## src/rtl/tpiu_frame_sync_pkg.sv

```systemverilog
// Shared constants and state types for the TPIU trace-port deformatter.
package tpiu_pkg;

    localparam logic [31:0] SYNC_PATTERN = 32'h7FFF_FFFF;
    localparam int          FRAME_BYTES  = 16;
    localparam logic [6:0]  NULL_ID      = 7'h00;
    localparam logic [6:0]  RESERVED_ID  = 7'h7F;

    typedef enum logic {
        UNSYNC = 1'b0,
        SYNCED = 1'b1
    } sync_state_t;

    typedef enum logic {
        IDLE  = 1'b0,
        DRAIN = 1'b1
    } drain_state_t;

    // True for the two IDs that carry no trace payload.
    function automatic logic id_is_null(input logic [6:0] id);
        return (id == NULL_ID) || (id == RESERVED_ID);
    endfunction

endpackage

```

## src/rtl/tpiu_frame_deformat.sv

```systemverilog
// Drains one committed 16-byte TPIU frame, one index per cycle, decoding
// ID-change bytes and the aux byte, and emits filtered data bytes.
module tpiu_frame_deformat
    import tpiu_pkg::*;
#(
    parameter bit pNULL_DROP = 1'b1
) (
    input  logic                       trace_clk,
    input  logic                       reset,
    input  logic                       commit_i,
    input  logic [8*FRAME_BYTES-1:0]   frame_i,
    output logic                       valid_o,
    output logic [7:0]                 data_o,
    output logic [6:0]                 id_o
);

    logic [8*FRAME_BYTES-1:0] buf_q;
    drain_state_t             state_q;
    logic [3:0]               idx_q;
    logic [6:0]               cur_id_q;
    logic [6:0]               pend_id_q;
    logic                     pend_q;
    logic                     valid_q;
    logic [7:0]               data_q;
    logic [6:0]               id_q;

    logic [7:0]               byte_s;
    logic [7:0]               aux_s;
    logic                     aux_bit_s;
    logic                     id_chg_s;
    logic [7:0]               scan_data_s;
    logic [6:0]               new_id_s;
    logic                     keep_s;

    // Decode the byte at the current drain index.
    always_comb begin
        byte_s      = buf_q[{idx_q, 3'b000} +: 8];
        aux_s       = buf_q[8*FRAME_BYTES-1 -: 8];
        aux_bit_s   = aux_s[idx_q[3:1]];
        new_id_s    = byte_s[7:1];
        id_chg_s    = 1'b0;
        scan_data_s = byte_s;
        if (idx_q[0] == 1'b0) begin
            if (byte_s[0]) begin
                id_chg_s = 1'b1;
            end else begin
                scan_data_s = {byte_s[7:1], aux_bit_s};
            end
        end else begin
            scan_data_s = byte_s;
        end
        keep_s = !(pNULL_DROP && id_is_null(cur_id_q));
    end

    // Drain FSM, ID tracking and registered output strobe.
    always_ff @(posedge trace_clk) begin
        if (reset) begin
            buf_q     <= '0;
            state_q   <= IDLE;
            idx_q     <= 4'd0;
            cur_id_q  <= NULL_ID;
            pend_id_q <= 7'h00;
            pend_q    <= 1'b0;
            valid_q   <= 1'b0;
            data_q    <= 8'h00;
            id_q      <= 7'h00;
        end else begin
            valid_q <= 1'b0;
            case (state_q)
                IDLE: begin
                    idx_q <= 4'd0;
                end
                DRAIN: begin
                    if (id_chg_s) begin
                        // Aux bit set defers the new ID past the following odd
                        // byte; at index 14 it simply carries into the next frame.
                        if (aux_bit_s && (idx_q != 4'd14)) begin
                            pend_q    <= 1'b1;
                            pend_id_q <= new_id_s;
                        end else begin
                            cur_id_q <= new_id_s;
                        end
                    end else begin
                        if (keep_s) begin
                            valid_q <= 1'b1;
                            data_q  <= scan_data_s;
                            id_q    <= cur_id_q;
                        end
                        if (idx_q[0] && pend_q) begin
                            cur_id_q <= pend_id_q;
                            pend_q   <= 1'b0;
                        end
                    end
                    if (idx_q == 4'd14) begin
                        state_q <= IDLE;
                        idx_q   <= 4'd0;
                    end else begin
                        idx_q <= idx_q + 4'd1;
                    end
                end
                default: begin
                    state_q <= IDLE;
                    idx_q   <= 4'd0;
                end
            endcase
            // A fresh frame always (re)starts the drain at index 0.
            if (commit_i) begin
                buf_q   <= frame_i;
                state_q <= DRAIN;
                idx_q   <= 4'd0;
            end
        end
    end

    assign valid_o = valid_q;
    assign data_o  = data_q;
    assign id_o    = id_q;

endmodule

```

## src/rtl/tpiu_frame_sync.sv

```systemverilog
// TPIU 4-bit trace port deformatter: full-sync search, frame capture and
// frame counting; decoding of committed frames is done by tpiu_frame_deformat.
module tpiu_frame_sync
    import tpiu_pkg::*;
#(
    parameter bit pNULL_DROP = 1'b1
) (
    input  logic        trace_clk,
    input  logic        reset,
    input  logic        trace_en_i,
    input  logic [3:0]  trace_data_i,
    input  logic        clear_sync_i,
    output logic        synchronized_o,
    output logic        valid_o,
    output logic [7:0]  data_o,
    output logic [6:0]  id_o,
    output logic [15:0] frame_cnt_o
);

    logic [31:0]              sr_q;
    logic [31:0]              sr_d;
    sync_state_t              sync_q;
    logic [4:0]               cnt_q;
    logic [8*FRAME_BYTES-1:0] cap_q;
    logic [8*FRAME_BYTES-1:0] cap_d;
    logic [15:0]              frame_cnt_q;
    logic                     sync_hit_s;
    logic                     capture_s;
    logic                     commit_s;

    // Sync detection on the incoming nibble, plus capture-buffer next state.
    always_comb begin
        sr_d       = {trace_data_i, sr_q[31:4]};
        sync_hit_s = trace_en_i && (sr_d == SYNC_PATTERN);
        capture_s  = (sync_q == SYNCED) && trace_en_i && !clear_sync_i && !sync_hit_s;
        commit_s   = capture_s && (cnt_q == 5'd31);
        cap_d      = cap_q;
        if (capture_s) begin
            cap_d[{cnt_q, 2'b00} +: 4] = trace_data_i;
        end else begin
            cap_d = cap_q;
        end
    end

    // Sync FSM, nibble counter, capture buffer and frame counter.
    always_ff @(posedge trace_clk) begin
        if (reset) begin
            sr_q        <= 32'h0000_0000;
            sync_q      <= UNSYNC;
            cnt_q       <= 5'd0;
            cap_q       <= '0;
            frame_cnt_q <= 16'h0000;
        end else begin
            if (trace_en_i) begin
                sr_q <= sr_d;
            end
            case (sync_q)
                UNSYNC: begin
                    cnt_q <= 5'd0;
                    if (sync_hit_s && !clear_sync_i) begin
                        sync_q <= SYNCED;
                    end
                end
                SYNCED: begin
                    if (clear_sync_i || !trace_en_i) begin
                        sync_q <= UNSYNC;
                        cnt_q  <= 5'd0;
                    end else if (sync_hit_s) begin
                        // Realign: the partial frame is abandoned.
                        cnt_q <= 5'd0;
                    end else begin
                        cnt_q <= cnt_q + 5'd1;
                        cap_q <= cap_d;
                    end
                end
                default: begin
                    sync_q <= UNSYNC;
                    cnt_q  <= 5'd0;
                end
            endcase
            if (commit_s && (frame_cnt_q != 16'hFFFF)) begin
                frame_cnt_q <= frame_cnt_q + 16'd1;
            end
        end
    end

    tpiu_frame_deformat #(
        .pNULL_DROP (pNULL_DROP)
    ) u_deformat (
        .trace_clk (trace_clk),
        .reset     (reset),
        .commit_i  (commit_s),
        .frame_i   (cap_d),
        .valid_o   (valid_o),
        .data_o    (data_o),
        .id_o      (id_o)
    );

    assign synchronized_o = (sync_q == SYNCED);
    assign frame_cnt_o    = frame_cnt_q;

endmodule

```

## config.mk

```make
export PLATFORM = sky130hd
export DESIGN_NAME = tpiu_frame_sync
export DESIGN_NICKNAME = d
export VERILOG_FILES = /design/src/rtl/tpiu_frame_sync_pkg.sv /design/src/rtl/tpiu_frame_deformat.sv /design/src/rtl/tpiu_frame_sync.sv
export SDC_FILE = /design/constraint.sdc
export NUM_CORES = 1
export LEC_CHECK = 0
export BUFFER_PORTS_ARGS = -buffer_cell sky130_fd_sc_hd__buf_2
export CELL_PAD_IN_SITES_DETAIL_PLACEMENT = 1
export CELL_PAD_IN_SITES_GLOBAL_PLACEMENT = 1
export CORE_MARGIN = 2
export CORE_UTILIZATION = 53
export CTS_CLUSTER_SIZE = 25
export DETAILED_ROUTE_END_ITERATION = 7
export GPL_TIMING_DRIVEN = 1
export PLACE_DENSITY_LB_ADDON = 0.1
export RECOVER_POWER = 25
export SLEW_MARGIN = 20
export SYNTH_ARGS = -nofsm -noshare
export SYNTH_HDL_FRONTEND = slang
export SYNTH_SLANG_ARGS = --single-unit
```

## constraint.sdc

```tcl
create_clock -name trace_clk -period 5.05 [get_ports trace_clk]
set_clock_uncertainty 0.1 [all_clocks]
set_input_delay 1.515 -clock trace_clk [delete_from_list [all_inputs] [get_ports trace_clk]]
set_output_delay 1.515 -clock trace_clk [all_outputs]
set_load 0.01 [all_outputs]
```

==> results.json <==
{
  "num-fill-cells": 2854,
  "worstMarginPinSlew_ps": 1920,
  "core_area_sq_um": 26100,
  "violations": "capacitance limit, slew limit",
  "insertion_delay_ps": 510,
  "synth_top_area_frac": 0.483,
  "syn_inst": 1430,
  "die_y_microns": 168,
  "synthToLayoutAreaGrowth_pct": 10.7,
  "synth_area_sq_um": 14200,
  "crit_buf_inv": 2,
  "regArea_sq_um": 6850,
  "ir_drop_mv": 0.275,
  "drt-initial-drc-count": 573,
  "async_flop_share": 0,
  "port_buffers": 40,
  "clockRootBuffer": "clkbuf_16",
  "multi_input_area_sq_um": 6750,
  "synth_cell_types": 65,
  "drtPass1Iterations": 4,
  "finalPower_w": 0.00570,
  "path_delay_family": "buffers and inverters",
  "drive_gt1_frac": 0.119,
  "ys_ff_latch": 342,
  "post_cts_buffers": 0,
  "antenna_found_initial": 0,
  "power.density_nw_per_um2": 363,
  "start_util": 0.543,
  "drc": 0,
  "ioPinCount": 41,
  "clock-sinks": 342,
  "rows": 59,
  "overflow": 0,
  "gp_congestion": 0.805,
  "dpl.hpwl_mm": 24.0,
  "outcome": "finished with violations",
  "vias": 10500,
  "p_leak_nw": 6.21,
  "fin_nets": 1429,
  "rsz0062_at_grt": "false",
  "worst_path_largest_cell_delay_ps": 1340,
  "wl_per_cell_microns": 20.6,
  "relSlewSlack": -0.278,
  "grt_pass1_vias": 10800,
  "crit_chain": "clkbuf_4 -> clkbuf_1 -> nor2_1",
  "synth-edff-count": 0,
  "cts_resized": 0,
  "grt_max_degree": 158,
  "die_w_microns": 168,
  "die_area_sq_um": 28100,
  "cts_max_path_buffers": 3,
  "avgSynthCellArea_sq_um": 9.92,
  "required_ps": 5280,
  "ant_nets": 0,
  "start_kind": "primary input",
  "synth.area.top_cells": "dfxtp_1 (48%), mux2i_1 (13%), nor2_1 (8.9%)",
  "critPathArrivalTime_ps": 4170,
  "synth_warnings": 0,
  "diodes": 0,
  "finalWirelength_mm": 36.6,
  "min_path_type": "reg2reg",
  "synth.net_count": 1447,
  "cp_slowest_cell": "clkbuf_4",
  "seq_area_frac_synth": 0.483,
  "hold_violations": 0,
  "cts_tree": "yes",
  "grt_pass1_wl_mm": 58.4,
  "drv_cap": 2,
  "vias_per_cell": 5.91,
  "cts_made_buffers": 37,
  "crit_type": "in2reg",
  "cts.htree.levels": 2,
  "cp_max_fo": 157,
  "grt_usage": 0.261,
  "cts_hold_buf": 0,
  "slew_violations": 183,
  "post-route-period-util": 0.780,
  "max_freq_ghz": 0.254,
  "setup_viol": 0,
  "yosysTopAreaCell": "dfxtp_1",
  "endpoint_kind": "register",
  "fin_crit_ps": 3940,
  "ys.flop_type": "dfxtp_1",
  "fin_setup_tns_ps": 0,
  "cts.reportedPaths.clkPinSlew_ps": 60
}
final timing paths:
path,endpoint,startpoint,cells after the start,slack [ps]
worst max-delay path,sr_q[10]$_SDFFE_PP0P_,reset,3,1110
worst min-delay path,u_deformat.data_o[0]$_SDFFE_PP0P_,u_deformat.data_o[0]$_SDFFE_PP0P_,2,370
worst max register to register,u_deformat.pend_id_q[4]$_SDFFE_PP0P_,u_deformat.idx_q[2]$_SDFF_PP0_,7,1200
worst min register to register,u_deformat.data_o[0]$_SDFFE_PP0P_,u_deformat.data_o[0]$_SDFFE_PP0P_,2,370
area by class of cell:
class | instances | area share
Clock inverter | 11 | 0.0147
Sequential cell | 342 | 0.436
Tap cell | 335 | 0.0267
Timing Repair Buffer | 59 | 0.0215
Multi-Input combinational cell | 962 | 0.430
Clock buffer | 53 | 0.0692
Inverter | 10 | 0.00239
cells in the mapped netlist (2+ instances only):
cell and instances:
a21o_1 8, o31ai_1 5, and2_1 14, a21oi_2 2, a22oi_1 12, buf_4 6
and3_1 18, o2111ai_1 7, a211oi_1 102, o22ai_1 3, nand3b_1 2, o21ai_0 20
buf_2 25, or3_1 6, nor4_1 2, mux4_2 24, a211oi_2 36, mux2i_1 182
xor2_1 7, nor2_1 336, and3b_1 2, nand4_1 14, and2_0 4, nand2_1 46
nor2b_1 11, dfxtp_1 342, nand2_2 4, inv_1 10, clkbuf_1 76, o211ai_1 2
nor4_4 2, a21oi_1 19, nor3_1 8, mux2_2 11, xnor2_1 7, ha_1 9
nand3_1 12, buf_6 7
per-stage QoR:
step                      area, sq um  hold slack [ps]  instances  utilization  worst slack, ps
after floorplan                 14200              345       1430            -             1820
after global placement          14500              354       1708        0.554             1020
after detailed placement        14500              368       1708        0.554              950
after CTS                       15800              381       1772        0.604             1450
after global routing            15700              398       1772        0.601              738
final                           15700              374       1772        0.601             1110
cells in the final DEF (no fill, tap or decap), drive strengths merged, types with 15 or more instances in the layout:
| master | instances |
|---|---|
| dfxtp | 342 |
| nor2 | 336 |
| mux2i | 182 |
| a211oi | 138 |
| clkbuf | 88 |
| nand2 | 50 |
| mux4 | 24 |
| buf | 24 |
| o21ai | 21 |
| a21oi | 21 |
| and3 | 18 |
| and2 | 18 |
| nand4 | 15 |
metal layers:
layer | part of all wire | global-route usage | up-vias
met5 | 0 | 0 | -
met4 | 0.033 | 0.0938 | 0
met3 | 0.031 | 0.0364 | 72
met2 | 0.50 | 0.469 | 175
met1 | 0.44 | 0.321 | 5231
li1 | - | - | 4997
power breakdown:
part / switching, W / total [W] / internal [W]
Clock: 0.00107 / 0.00292 / 0.00185
Combinational: 0.0000610 / 0.0000772 / 0.0000162
Sequential: 0.00000341 / 0.00270 / 0.00270
Total: 0.00114 / 0.00570 / 0.00456
state kept, by name, summed over array words and instances, names as in the netlist:
register,count
cap_q,128
cnt_q,5
frame_cnt_o,16
sr_q,28
synchronized_o,1
u_deformat.buf_q,128
u_deformat.cur_id_q,7
u_deformat.data_o,8
u_deformat.id_o,7
u_deformat.idx_q,4
u_deformat.pend_id_q,7
u_deformat.pend_q,1
u_deformat.state_q,1
u_deformat.valid_o,1
cells by family (layout without fill, tap and decap cells):
family / Yosys count / count (layout) / share of synthesized area
mux: 218 / 218 / 0.176
fa+ha+maj: 9 / 9 / 0.00794
flops: 342 / 342 / 0.483
simple gates: 492 / 492 / 0.153
buf+inv: 126 / 133 / 0.0409
xor+xnor: 14 / 14 / 0.00864
compound gates: 229 / 229 / 0.131
tightest hold or removal path, delay by kind of cell, from the launching register on:
| family | cells | cell delay, ps |
|---|---|---|
| flops | 1 | 310 |
| buf+inv | 1 | 60 |
| compound gates | 1 | 50 |
(Power assumes the default switching activity.)
